File: src/rtl/ram_port_arbiter.sv
// Single-port RAM arbiter: core priority with host aging and host burst lock.
// Read data returns one cycle after issue and is steered back to its requester.
module ram_port_arbiter #(
    parameter int AW       = 8,
    parameter int DW       = 8,
    parameter int MAX_WAIT = 4
) (
    input  logic          clk,
    input  logic          rst,
    input  logic          core_req,
    input  logic          core_we,
    input  logic [AW-1:0] core_addr,
    input  logic [DW-1:0] core_wdata,
    output logic          core_gnt,
    output logic          core_rvalid,
    output logic [DW-1:0] core_rdata,
    input  logic          host_req,
    input  logic          host_we,
    input  logic [AW-1:0] host_addr,
    input  logic [DW-1:0] host_wdata,
    input  logic          host_lock,
    output logic          host_gnt,
    output logic          host_rvalid,
    output logic [DW-1:0] host_rdata,
    output logic [AW-1:0] ram_addr,
    output logic [DW-1:0] ram_data,
    output logic          ram_rden,
    output logic          ram_wren,
    input  logic [DW-1:0] ram_q,
    output logic          host_locked
);

    localparam int WW = $clog2(MAX_WAIT + 1);
    localparam logic [WW-1:0] WMAX = WW'(MAX_WAIT);

    typedef enum logic {IDLE, LOCK} state_t;

    state_t        state;
    state_t        state_nxt;
    logic [WW-1:0] wait_cnt;
    logic          age_hit;

    assign age_hit = (wait_cnt == WMAX);

    always_ff @(posedge clk or posedge rst) begin
        if (rst) begin
            state <= IDLE;
        end else begin
            state <= state_nxt;
        end
    end

    always_comb begin
        state_nxt = state;
        unique case (state)
            IDLE: if (host_gnt && host_lock) state_nxt = LOCK;
            LOCK: if (!host_lock || !host_req) state_nxt = IDLE;
        endcase
    end

    // Grants are purely combinational so the RAM sees the access in the request cycle.
    always_comb begin
        core_gnt = 1'b0;
        host_gnt = 1'b0;
        if (!rst) begin
            unique case (state)
                IDLE: begin
                    host_gnt = host_req && (!core_req || age_hit);
                    core_gnt = core_req && !host_gnt;
                end
                LOCK: host_gnt = host_req;
            endcase
        end
    end

    always_comb begin
        ram_addr = '0;
        ram_data = '0;
        ram_rden = 1'b0;
        ram_wren = 1'b0;
        if (core_gnt) begin
            ram_addr = core_addr;
            ram_data = core_wdata;
            ram_rden = !core_we;
            ram_wren = core_we;
        end else if (host_gnt) begin
            ram_addr = host_addr;
            ram_data = host_wdata;
            ram_rden = !host_we;
            ram_wren = host_we;
        end
    end

    // Host aging counter: counts denied host cycles, saturating at the threshold.
    always_ff @(posedge clk or posedge rst) begin
        if (rst) begin
            wait_cnt <= '0;
        end else if (host_req && !host_gnt) begin
            wait_cnt <= age_hit ? wait_cnt : wait_cnt + WW'(1);
        end else begin
            wait_cnt <= '0;
        end
    end

    always_ff @(posedge clk or posedge rst) begin
        if (rst) begin
            core_rvalid <= 1'b0;
            host_rvalid <= 1'b0;
        end else begin
            core_rvalid <= core_gnt && !core_we;
            host_rvalid <= host_gnt && !host_we;
        end
    end

    assign core_rdata  = core_rvalid ? ram_q : '0;
    assign host_rdata  = host_rvalid ? ram_q : '0;
    assign host_locked = (state == LOCK);

endmodule

File: config.mk
export PLATFORM = sky130hd
export DESIGN_NAME = ram_port_arbiter
export DESIGN_NICKNAME = d
export VERILOG_FILES = /design/src/rtl/ram_port_arbiter.sv
export SDC_FILE = /design/constraint.sdc
export NUM_CORES = 1
export LEC_CHECK = 0
export ABC_AREA = 1
export CAP_MARGIN = 20
export CORE_MARGIN = 3
export CORE_UTILIZATION = 32
export DETAILED_ROUTE_END_ITERATION = 8
export PLACE_DENSITY = 0.91
export RECOVER_POWER = 25
export SYNTH_ARGS = -nofsm -noshare
export SYNTH_HDL_FRONTEND = slang
export SYNTH_SLANG_ARGS = --single-unit
export TNS_END_PERCENT = 5
File: constraint.sdc
create_clock -name clk -period 3.5 [get_ports clk]
set_clock_uncertainty 0.1 [all_clocks]
set_input_delay 1.05 -clock clk [delete_from_list [all_inputs] [get_ports clk]]
set_output_delay 1.05 -clock clk [all_outputs]
set_load 0.01 [all_outputs]
# == Yosys cells after proc, flatten, opt, wreduce, memory -nomap -nowiden ==
# Index checks and enable logic that the tools add are counted.
# totals
ff_bits,6
in_bits,47
out_inout_bits,39
# classes
add_sub_neg,1
eq_ne,2
n_mux,19
n_bitwise,1
n_reduce_logical,15
# ops
operator,n
$mux W8,6
$mux W1,9
$logic_not A1 Y1,7
$logic_and A1 B1 Y1,6
$mux W3,2
$pmux W1 S2,2
$add A3 B1 Y3 const B,1
$eq A3 B3 Y1 const B,1
$logic_or A1 B1 Y1,2
$ne A2 B2 Y1 const B,1
$not A1 Y1,1

# == Longest topological paths before layout ==
# depth
depth_word,8
ltp_mapped,7
mapped_depth_nobuf,7

# == Least setup slack after synthesis ==
# No wires, ideal clock.
# synth_path
path_kind,input-to-output
startpoint,input port host_req
endpoint,output port ram_addr[6]
arrival_ns,1.605
required_time_ns,2.350
setup_slack_ns,0.745
cell_stages,4
n_path_buf,1
cell_sequence,nand3_1 nand3_4 buf_6 o21ai_2
# synth_between
elab_chain_len,6
# synth_rtl
element,line_no,text
"start, declared",17,"input logic host_req,"
branches (longest 5 deep; another with $mux W8),--,
$mux W8 (*),81,if (core_gnt) begin
"end, declared",25,"output logic [AW-1:0] ram_addr,"
# Mark *: on every way between the ends.

# == Final worst setup path ==
# layout_path
startpoint,input port rst
endpoint,output port host_gnt
# layout_between
elab_chain_len,1
# layout_rtl
element,line_no,text
"start, declared",9,"input logic rst,"
$mux W1,65,if (!rst) begin
"end, declared",22,"output logic host_gnt,"
# Every way passes these cells.

==> metrics.cfg <==
[status]
status=finished, final reports clean

[global_routing]
antenna_found_initial=0
grt_usage_pct=17.2
grt_pass1_wl_um=4510
grt_max_degree=12
gr-total-overflow=0
grt_pass1_vias=1076

[logic_synthesis]
synth_top_area_cell=inv_1
synth_seq_cells=6
syn_avg_cell_area_um2=6.57
synth.area.top_cells=inv_1, dfrtp_1, nand3_2, nand2_1, o21ai_2
ys_seq_area_share_pct=17.6
synth_top_area_share_pct=18.0
syn_nets=179
syn-cell-area_um2=855
ys_warn_count=0
ys_types=19
netlist_instances=130

[route]
vias_per_cell=4.48
num_vias=1130
drc=0
drtPass1Iterations=4
wl_per_cell_um=10.7
ant_nets=0
drt_wl_total_um=2690
drt_iter0_drc=22

[final_layout]
finalInstanceArea_um2=1800
area.growth.synth_to_final_pct=111
n_antenna_cell=0
drive_above_1_share_pct=18.9
final_cell_mix=clkdlybuf4s50_1, inv_1, nand2_1
nets=273
fin_util_pct=72.1
final_common_cell=clkdlybuf4s50_1

[floorplanning]
start_util_pct=34.2
rows=18
die_y_um=57.7
die_w_um=57.7
die-area_um2=3330
coreArea_um2=2500
io_pins=86

[worst_setup_path]
r2r.worst_path.cells=9
cp.required_ns=2.35
reg2reg_from=wait_cnt[0]
critPathLaunchType=input pin
reg2reg_slack_ns=1.88
cp.arrival_ns=2.30
criticalPathCategory=input pin to output pin
cp-end-kind=output pin
cp_max_fo=9
r2r-end=wait_cnt[1]

[clock_network]
clk_pin_slew_ns=0.04
cts_setup_buffers=0
h-tree-depth=1
cts_tree=yes
cts.sink_count=6
clock_path_buffers=2
clock_latency_ns=0.25
numCtsBuffers=3
root_buffer=clkbuf_4
cts_hold_buf=0

[sta]
setup_viol=0
post-route-min-period_ns=3.45
finalHoldViolations=0
tightest_slew_ns=0.265
rsz0062_at_grt=yes
max_slew_margin_pct=82.3
fmax_mhz=290
period_share_pct=98.6
finalMaxSlewViolations=0

[pwr]
pwr-share-seq_pct=24.8
p_sw_share_pct=32.7
ir_worst_vdd_mv=0.116
power.density_nw_per_um2=178
combPwrFrac_pct=55.7
p_leak_nw=1.00
clkPwrFrac_pct=19.5
p_int_uw=217
p_switching_uw=105

[worst_hold_path]
whs_path_depth=2
min-delay-start=host_locked
min_path_type=register to register
min_to=host_locked

[placement]
portBuffers=85
post-dp-hpwl_um=2360
place.gp.congestion=0.743
placed_cell_area_um2=1780

[run]
drv_cap=0

-- sequential cells by signal (all words and copies together) (netlist names) --
name / cells
wait_cnt: 3
host_locked: 1
host_rvalid: 1
core_rvalid: 1
-- cell usage after synthesis, drive strengths merged --
| library cell | instances |
|---|---|
| buf | 4 |
| nand3 | 22 |
| nor2 | 6 |
| ha | 2 |
| xor2 | 1 |
| o21ai | 19 |
| nand4 | 2 |
| clkbuf | 2 |
| nand3b | 1 |
| dfrtp | 6 |
| inv | 42 |
| nand2 | 23 |
-- critical path: stages --
cell	delay [ns]
dlygate4sd2_1	0.30
nor2_4	0.16
buf_6	0.15
nand2_1	0.07
inv_1	0.05
clkdlybuf4s50_1	0.52
-- cells by family after synthesis --
logic type,count (synthesis),share of synthesized area (%)
buffers and inverters,48,24.6
AND/OR/NAND/NOR,54,38.8
flip-flops,6,17.6
AO/OA/AOI/OAI,19,15.1
XOR/XNOR,1,1.03
adder cells (fa/ha/maj),2,2.93
-- power by group through the flow --
stage	registers, mW	logic, mW	clock network, mW
floorplan	0.0789	0.0745	0
global placement	0.0803	0.187	0
detailed placement	0.0809	0.189	0
CTS	0.0800	0.181	0.0652
global route	0.0807	0.196	0.0662
finish	0.0797	0.179	0.0627
-- metal layers --
| metal | up-vias | routed length [um] | share of wire [%] | global-route usage (%) |
|---|---|---|---|---|
| met5 | - | 0 | 0 | 0 |
| met4 | 0 | 25 | 0.93 | 5.96 |
| met3 | 3 | 301 | 11 | 4.45 |
| met2 | 64 | 1370 | 51 | 31.8 |
| met1 | 486 | 994 | 37 | 18.7 |
| li1 | 577 | - | - | - |
-- worst max-delay path by stage --
stage / startpoint / cells past startpoint / slack (ns) / endpoint
2_1_floorplan: host_req / 4 / 0.75 / ram_addr[6]
3_3_place_gp: host_req / 7 / -0.36 / ram_data[0]
3_5_place_dp: host_req / 7 / -0.39 / ram_data[7]
4_1_cts: rst / 6 / -0.01 / host_gnt
5_1_grt: core_req / 6 / -0.02 / host_gnt
6_report: rst / 6 / 0.05 / host_gnt
-- final cells by class --
| type | count | area, um2 |
|---|---|---|
| multi-input cells | 76 | 504 |
| well taps | 30 | 37.5 |
| clock buffers | 3 | 22.5 |
| fillers | 188 | 697 |
| repair buffers | 95 | 931 |
| flip-flops and latches | 6 | 150 |
| inverters | 42 | 158 |
-- stage by stage --
| step | hold slack (ns) | total power [mW] | setup TNS [ns] | std cells | worst slack, ns |
|---|---|---|---|---|---|
| after floorplan | 0.467 | 0.153 | 0 | 130 | 0.745 |
| after global placement | 0.511 | 0.267 | -6.38 | 248 | -0.359 |
| after detailed placement | 0.532 | 0.270 | -6.76 | 248 | -0.394 |
| after CTS | 0.548 | 0.326 | -0.0124 | 252 | -0.0124 |
| after global routing | 0.585 | 0.343 | -0.0248 | 252 | -0.0248 |
| final | 0.540 | 0.322 | 0 | 252 | 0.0476 |
-- timing repair --
| item | CTS | global route |
|---|---|---|
| pin swaps | 1 | 1 |
| gates resized for setup | 26 | 3 |
| setup endpoints to repair | 20 | 2 |
| hold endpoints to repair | 0 | 0 |
| gates cloned | 1 | 0 |
Power figures use the tool's default switching activity.
